File: config.mk
export PLATFORM = sky130hd
export DESIGN_NAME = seq_mult_n_flat
export DESIGN_NICKNAME = d
export VERILOG_FILES = /design/src/rtl/seq_mult_n_pkg.sv /design/src/rtl/seq_mult_n_if.sv /design/src/rtl/seq_mult_n_hex_driver.sv /design/src/rtl/seq_mult_n.sv /design/src/flat_wrapper.sv
export SDC_FILE = /design/constraint.sdc
export NUM_CORES = 1
export LEC_CHECK = 0
export ABC_AREA = 1
export ABC_CLOCK_PERIOD_IN_PS = 2950
export CORE_MARGIN = 5
export CORE_UTILIZATION = 30
export DETAILED_ROUTE_END_ITERATION = 16
export HOLD_SLACK_MARGIN = 0.08
export PLACE_DENSITY_LB_ADDON = 0.08
export SYNTH_ARGS = -nofsm -noshare
export SYNTH_HDL_FRONTEND = slang
export SYNTH_HIERARCHICAL = 1
export SYNTH_SLANG_ARGS = --single-unit
File: constraint.sdc
create_clock -name Clk -period 2.95 [get_ports Clk]
set_clock_uncertainty 0.1 [all_clocks]
set_input_delay 0.59 -clock Clk [delete_from_list [all_inputs] [get_ports Clk]]
set_output_delay 0.59 -clock Clk [all_outputs]
set_load 0.02 [all_outputs]
File: src/rtl/seq_mult_n_pkg.sv
// mult_pkg: shared FSM state type and 7-segment helpers for seq_mult_n
package mult_pkg;
  typedef enum logic [1:0] {IDLE, CALC, DONE} state_t;
  localparam logic [6:0] SEG_BLANK = 7'h7F;
  localparam logic [6:0] SEG_LUT [16] = '{
    7'h40, 7'h79, 7'h24, 7'h30, 7'h19, 7'h12, 7'h02, 7'h78,
    7'h00, 7'h10, 7'h08, 7'h03, 7'h46, 7'h21, 7'h06, 7'h0E
  };
  function automatic logic [6:0] nibble_to_seg(input logic [3:0] n);
    return SEG_LUT[n];
  endfunction
endpackage

File: src/rtl/seq_mult_n_if.sv
// seq_mult_n_if: operand/control inputs and product/status/display outputs of seq_mult_n
interface seq_mult_n_if #(parameter int WIDTH = 8);
  logic ClearA_LoadB_h;
  logic Run_h;
  logic [WIDTH-1:0] Din;
  logic [WIDTH-1:0] AVal;
  logic [WIDTH-1:0] BVal;
  logic Xval;
  logic Busy;
  logic Done;
  logic [WIDTH/2-1:0][6:0] HEX;
  modport master (output ClearA_LoadB_h, Run_h, Din, input AVal, BVal, Xval, Busy, Done, HEX);
  modport slave (input ClearA_LoadB_h, Run_h, Din, output AVal, BVal, Xval, Busy, Done, HEX);
endinterface

File: src/rtl/seq_mult_n_hex_driver.sv
// hex_driver: combinational nibble to active-low 7-segment pattern
module hex_driver
  import mult_pkg::*;
(
  input  logic [3:0] nib,
  output logic [6:0] seg
);
  assign seg = nibble_to_seg(nib);
endmodule

File: src/rtl/seq_mult_n.sv
// seq_mult_n: signed add-shift multiplier, {A,B} = B x S; HEX readout enabled by HEX_DISPLAY_EN
module seq_mult_n
  import mult_pkg::*;
#(
  parameter int WIDTH = 8
) (
  input  logic Clk,
  input  logic Reset_h,
  seq_mult_n_if.slave bus
);
  localparam int CW = $clog2(WIDTH);
  state_t state, state_n;
  logic [WIDTH-1:0] a, b, s;
  logic x, run_q, start, last;
  logic [CW-1:0] cnt;
  logic [WIDTH:0] op, sum;
  // The final step subtracts S; negating at WIDTH+1 bits keeps -(-2^(W-1)) representable
  always_comb begin
    start = bus.Run_h & ~run_q;
    last = cnt == CW'(WIDTH - 1);
    op = last ? -{s[WIDTH-1], s} : {s[WIDTH-1], s};
    sum = {a[WIDTH-1], a} + (b[0] ? op : '0);
    state_n = state == IDLE ? ((start & ~bus.ClearA_LoadB_h) ? CALC : IDLE)
            : state == CALC ? (last ? DONE : CALC)
            : (bus.Run_h ? DONE : IDLE);
  end
  always_ff @(posedge Clk) begin
    if (Reset_h) begin
      state <= IDLE;
      a <= '0;
      b <= '0;
      s <= '0;
      x <= 1'b0;
      cnt <= '0;
      run_q <= 1'b0;
    end else begin
      state <= state_n;
      run_q <= bus.Run_h;
      if (state == IDLE && bus.ClearA_LoadB_h) begin
        a <= '0;
        x <= 1'b0;
        b <= bus.Din;
      end else if (state == IDLE && start) begin
        s <= bus.Din;
        a <= '0;
        x <= 1'b0;
        cnt <= '0;
      end else if (state == CALC) begin
        x <= sum[WIDTH];
        a <= sum[WIDTH:1];
        b <= {sum[0], b[WIDTH-1:1]};
        cnt <= cnt + 1'b1;
      end
    end
  end
  assign bus.AVal = a;
  assign bus.BVal = b;
  assign bus.Xval = x;
  assign bus.Busy = state == CALC;
  assign bus.Done = state == DONE;
`ifdef HEX_DISPLAY_EN
  logic [2*WIDTH-1:0] prod;
  assign prod = {a, b};
  for (genvar i = 0; i < WIDTH / 2; i++) begin : g_hex
    hex_driver u_hex (.nib(prod[4*i+:4]), .seg(bus.HEX[i]));
  end
`else
  assign bus.HEX = {(WIDTH / 2){SEG_BLANK}};
`endif
endmodule

File: src/flat_wrapper.sv
// flat-port wrapper written by rule: the top's interface ports become plain ports
module seq_mult_n_flat import mult_pkg::*;
#(
  parameter int WIDTH = 8
)
  (Clk, Reset_h, bus_ClearA_LoadB_h, bus_Run_h, bus_Din, bus_AVal, bus_BVal, bus_Xval, bus_Busy, bus_Done, bus_HEX);
  seq_mult_n_if #(.WIDTH(WIDTH)) bus_i ();
  input  logic Clk;
  input  logic Reset_h;
  input wire logic [$bits(bus_i.ClearA_LoadB_h)-1:0] bus_ClearA_LoadB_h;
  input wire logic [$bits(bus_i.Run_h)-1:0] bus_Run_h;
  input wire logic [$bits(bus_i.Din)-1:0] bus_Din;
  output wire logic [$bits(bus_i.AVal)-1:0] bus_AVal;
  output wire logic [$bits(bus_i.BVal)-1:0] bus_BVal;
  output wire logic [$bits(bus_i.Xval)-1:0] bus_Xval;
  output wire logic [$bits(bus_i.Busy)-1:0] bus_Busy;
  output wire logic [$bits(bus_i.Done)-1:0] bus_Done;
  output wire logic [$bits(bus_i.HEX)-1:0] bus_HEX;
  assign bus_i.ClearA_LoadB_h = bus_ClearA_LoadB_h;
  assign bus_i.Run_h = bus_Run_h;
  assign bus_i.Din = bus_Din;
  assign bus_AVal = bus_i.AVal;
  assign bus_BVal = bus_i.BVal;
  assign bus_Xval = bus_i.Xval;
  assign bus_Busy = bus_i.Busy;
  assign bus_Done = bus_i.Done;
  assign bus_HEX = bus_i.HEX;
  seq_mult_n #(.WIDTH(WIDTH)) u_core (.Clk(Clk), .Reset_h(Reset_h), .bus(bus_i));
endmodule
== Word level (Yosys, flattened, before mapping) ==
Index checks and enable logic that the tools add are counted.
Word-level totals
  register bits: 31
  input bits: 12
  output and inout port bits: 47
  logic and storage cells: 40
Cells by class
  add/sub/neg operators: 3
  equality and inequality tests: 4
  multiplexer cells: 12
  bitwise gates (word level): 5
  reductions and logical operators: 9
Operators with widths (number)
  $mux W8: 3
  $mux W9: 2
  $add A9 B9 Y9: 1
  $neg A9 Y9: 1
  $mux W2: 4
  $mux W3: 2
  $reduce_and A2 Y1: 3
  $reduce_bool A2 Y1: 2
  $add A3 B1 Y3 const B: 1
  $eq A3 B3 Y1 const B: 1
  $not A1 Y1: 3
  $reduce_or A3 Y1: 1
  $and A1 B1 Y1: 2
  $eq A2 B1 Y1 const B: 1
  $eq A2 B2 Y1 const B: 1
  $logic_and A1 B1 Y1: 2
  $logic_not A2 Y1: 1
  $ne A2 B1 Y1 const B: 1
  $mux W1: 1

== Longest topological paths before layout ==
  depth in word-level cells: 7
  mapped depth: 18
  depth with buffers taken out: 18

== Least setup slack after synthesis ==
Ideal clock, no wire load.
  path kind: reg-to-reg
  start: register u_core.cnt[0]
  end: register u_core.a[5], in the netlist u_core/bus.AVal[5]
  setup time: 0.115 ns
  arrival time: 2.069 ns
  data required time: 2.735 ns
  setup slack: 0.665 ns
  cell stages (with the launch flop): 14
  path buffers: 0
  period minus slack after synthesis: 2.285 ns
  cell sequence: dfxtp_1 > ha_1 > ha_1 > inv_1 > o21ai_0 > a21oi_1 > fa_1 > nand3_1 > nand3_1 > nand3_1 > nand2_1 > xor2_1 > o21ai_0 > inv_1
Between the ends
  word-level cells in the longest chain between the ends: 4
Ends and longest elaborated chain
  start: declaration: line seq_mult_n.sv:15  | logic [CW-1:0] cnt;
  start signal: assignment: line seq_mult_n.sv:52  | cnt <= cnt + 1'b1;
  $eq A3 B3 Y1: line seq_mult_n.sv:20  | last = cnt == CW'(WIDTH - 1);
  $mux W9: line seq_mult_n.sv:21  | op = last ? -{s[WIDTH-1], s} : {s[WIDTH-1], s};
  $mux W9: line seq_mult_n.sv:22  | sum = {a[WIDTH-1], a} + (b[0] ? op : '0);
  $add A9 B9 Y9: line seq_mult_n.sv:22
  end signal: assignment: line seq_mult_n.sv:50  | a <= sum[WIDTH:1];
  end: declaration: line seq_mult_n.sv:13  | logic [WIDTH-1:0] a, b, s;
No other way between the ends.
A chain may end at the register's enable or synchronous reset.

== Final worst setup path ==
Same ends and word-level chain as after synthesis.

==> reports/results.md <==
## Run status
* run status: completed

## Synthesis
* Avg Cell Area, Syn: 7.09 µm²
* YS warnings: 6
* proportion of synthesized area in mux cells: 0%
* predominant post-synthesis flop cell: dfxtp_1
* fraction of the mapped netlist area in simple logic gates: 19.7%
* post-synthesis sequential area ratio: 30.7%
* Post-Synthesis Cells: 276
* adder-cell share of the synthesized area: 8.05%
* Yosys top cell area share: 30.7%
* count of unique library cells instantiated by Yosys: 27
* dominant combinational cell family by area after synthesis: buffers and inverters
* top cells by instance count after synthesis: inv_1 (40), nand2_1 (34), a21oi_1 (30), dfxtp_1 (30), nor2_1 (30)
* leading area contributor after synthesis: dfxtp_1
* top-count cell post-synth: inv_1
* leading post-synthesis cells by cell area: dfxtp_1 (31%), buf_4 (11%), a21oi_1 (7.7%), inv_1 (7.7%), ha_1 (7.0%)
* share of synthesized registers carrying an async set or reset: 0%
* flip-flop and latch count after synthesis: 30
* fraction of the mapped netlist area in compound gates: 18.3%
* XOR/XNOR Fraction of Synth Area: 1.79%
* number of enable flip-flop cells after synthesis: 0
* Mapped Area: 1960 µm²

## Worst setup path
* r2r worst-path depth: 13
* critical path peak fanout: 7
* type of origin of the critical path: flip-flop
* cell seen most often among critical-path stages: nand3_1
* flop-to-flop setup slack: 0.45 ns
* critical path data required time: 3.03 ns
* cells traversed along the worst timing path: ha_1, ha_1, inv_1, o21ai_0, a21oi_1, fa_1, nand3_1, nand3_1, nand3_1, nand2_1, xor2_1, o21ai_0, inv_1
* Data arrival, critical path: 2.58 ns
* crit path kind: flip-flop to flip-flop
* worst reg2reg startpoint: u_core/cnt[0]
* largest stage delay on the critical path: 0.44 ns
* kind of cell with the highest combined delay on the critical path: adder cells
* critical-path cell with the highest stage delay: fa_1
* kind of end point of the critical path: flip-flop
* reg2reg end: u_core/bus.AVal[5]
* worst path buffer plus inverter count: 2

## Timing
* Final Slew Violations: 0
* final setup slack of the worst path: 0.452 ns
* final critical-path required period: 2.50 ns
* RSZ-0062 raised after global routing: false
* Setup violations, final: 0
* final clock period utilization by the worst path: 84.7%
* Post-Route Setup TNS: 0 ns
* Worst Max-Slew Pin Slew: 0.582 ns
* worst relative slew slack: 61.0%
* final hold violations: 0
* upper clock frequency limit: 0.400 GHz

## Clocking
* Clock Sinks: 30
* Clk pin slew, worst setup/hold paths: 0.07 ns
* hold buffers post-CTS: 0
* H-tree levels: 2
* Post-CTS Resized: 0
* postcts setup bufs: 0
* clock insertion delay at the later pin of the skew report: 0.28 ns
* Clk Tree Root Cell: clkbuf_8
* Max Buffers Root-to-Sink: 2
* total CTS buffers: 5
* clock tree from TritonCTS: done

## Worst hold path
* Worst Hold End: u_core/bus.BVal[1]
* worst hold path stage count: 2
* launch point of the worst hold path: u_core/bus.BVal[1]
* worst min path class: flip-flop to flip-flop

## GRT
* remaining global-route overflow: 0
* wire length of the first global-routing pass: 8.01 mm
* maximum number of pins on one net before global-route repair: 17
* initial antenna violation count: 0
* combined global-route utilization of all metal layers: 12.1%
* number of global-route vias before repair: 1674

## Drt
* DR pass1 iterations: 4
* number of DRC violations after detailed routing: 0
* Routed WL: 4.85 mm
* vias after detailed routing: 1701
* number of vias per cell: 4.42
* initial DRC count: 72
* WL/cell: 12.6 µm
* Final ANT Viol Nets: 0

## Floorplanning
* core footprint: 6350 µm²
* initial cell density of the core: 30.8%
* overall die area: 8240 µm²
* Die W: 90.8 µm
* I/O pin count: 59
* Row Count: 29
* die boundary height: 90.8 µm

## Cells and area
* share of final-layout standard cells stronger than drive strength 1: 6.49%
* number of nets in the layout: 332
* number of filler cells placed in the layout: 692
* Synth-to-Final Area Change: 19.2%
* # diodes: 0

## Placed design
* DPL Wire Length: 3.77 mm
* pre-CTS setup slack: 0.436 ns
* buffers added on ports: 30
* routability-driven placement congestion ratio: 0.841

## Job
* maximum capacitance violations: 0

## Power
* Power Dens Cells: 483 nW/µm²
* Pleak: 1.09 nW
* Power, Total: 1.13 mW
* worst supply voltage drop on vdd: 0.000193 V

## metrics by stage
stage	hold WS [ns]	std cells	instance area, µm²	utilization (%)
final	0.361	385	2330	36.8
after global routing	0.391	385	2330	36.8
after CTS	0.363	385	2330	36.8
after detailed placement	0.354	378	2220	35.0
after floorplan	0.339	303	2060	-
after global placement	0.356	378	2220	35.0
## cells by family after synthesis
logic type | after synthesis
compound gates | 62
fa+ha+maj | 12
other cells | 1
xor+xnor | 4
flops | 30
simple gates | 88
buf+inv | 79
## final cells by class
type                       instances  area [µm²]  area share [%]
inverter                          45         169            7.23
multi-input combinational        194        1040            44.6
timing repair buffer              32         315            13.5
sequential                        30         601            25.7
clock inverter                     1        30.0            1.29
tap                               77        96.3            4.13
clock buffer                       6        82.6            3.54
## tightest hold or removal path: stages, from the launching register on
cell and delay [ns]:
dfxtp_1 0.32, inv_1 0.05, a21oi_1 0.05
## worst max path at each step
stage	startpoint	to	slack, ns	cells after the start
CTS	u_core/cnt[0]	u_core/bus.AVal[5]	0.44	13
finish	u_core/cnt[0]	u_core/bus.AVal[5]	0.45	13
global placement	bus_ClearA_LoadB_h	u_core/bus.AVal[7]	0.51	8
detailed placement	u_core/cnt[0]	u_core/bus.AVal[5]	0.44	13
floorplan	u_core/cnt[0]	u_core/bus.AVal[5]	0.67	13
global route	u_core/cnt[0]	u_core/bus.AVal[7]	0.16	16
## per-layer routing
layer	share of wire, %	global-route usage [%]
met1	47	14.7
met2	44	19.4
met3	6.5	4.33
met4	2.2	5.01
met5	0	0
## where the power goes
group | switching [mW] | internal [mW]
clock network | 0.162 | 0.270
registers | 0.0245 | 0.433
logic | 0.155 | 0.0852
total | 0.341 | 0.788
## state kept, by name, summed over array words and instances, names as in the netlist
register         count
u_core/state         2
u_core/cnt           3
u_core/bus.AVal      8
u_core/run_q         1
u_core/bus.BVal      8
u_core/s             8
## cell usage in the layout (no fill, tap or decap), types with 3 or more instances in the layout
master / synthesis / routed
inv_1: 40 / 40
nand2_1: 34 / 34
clkdlybuf4s50_1: 0 / 30
nor2_1: 30 / 30
a21oi_1: 30 / 30
dfxtp_1: 30 / 30
conb_1: 1 / 28
o21ai_0: 18 / 18
nand3_1: 12 / 12
ha_1: 11 / 11
o221ai_1: 8 / 8
clkbuf_8: 0 / 6
inv_2: 5 / 5
nand4_1: 4 / 4
nor3_1: 3 / 3
xor2_1: 3 / 3
Power figures use the tool's default switching activity.
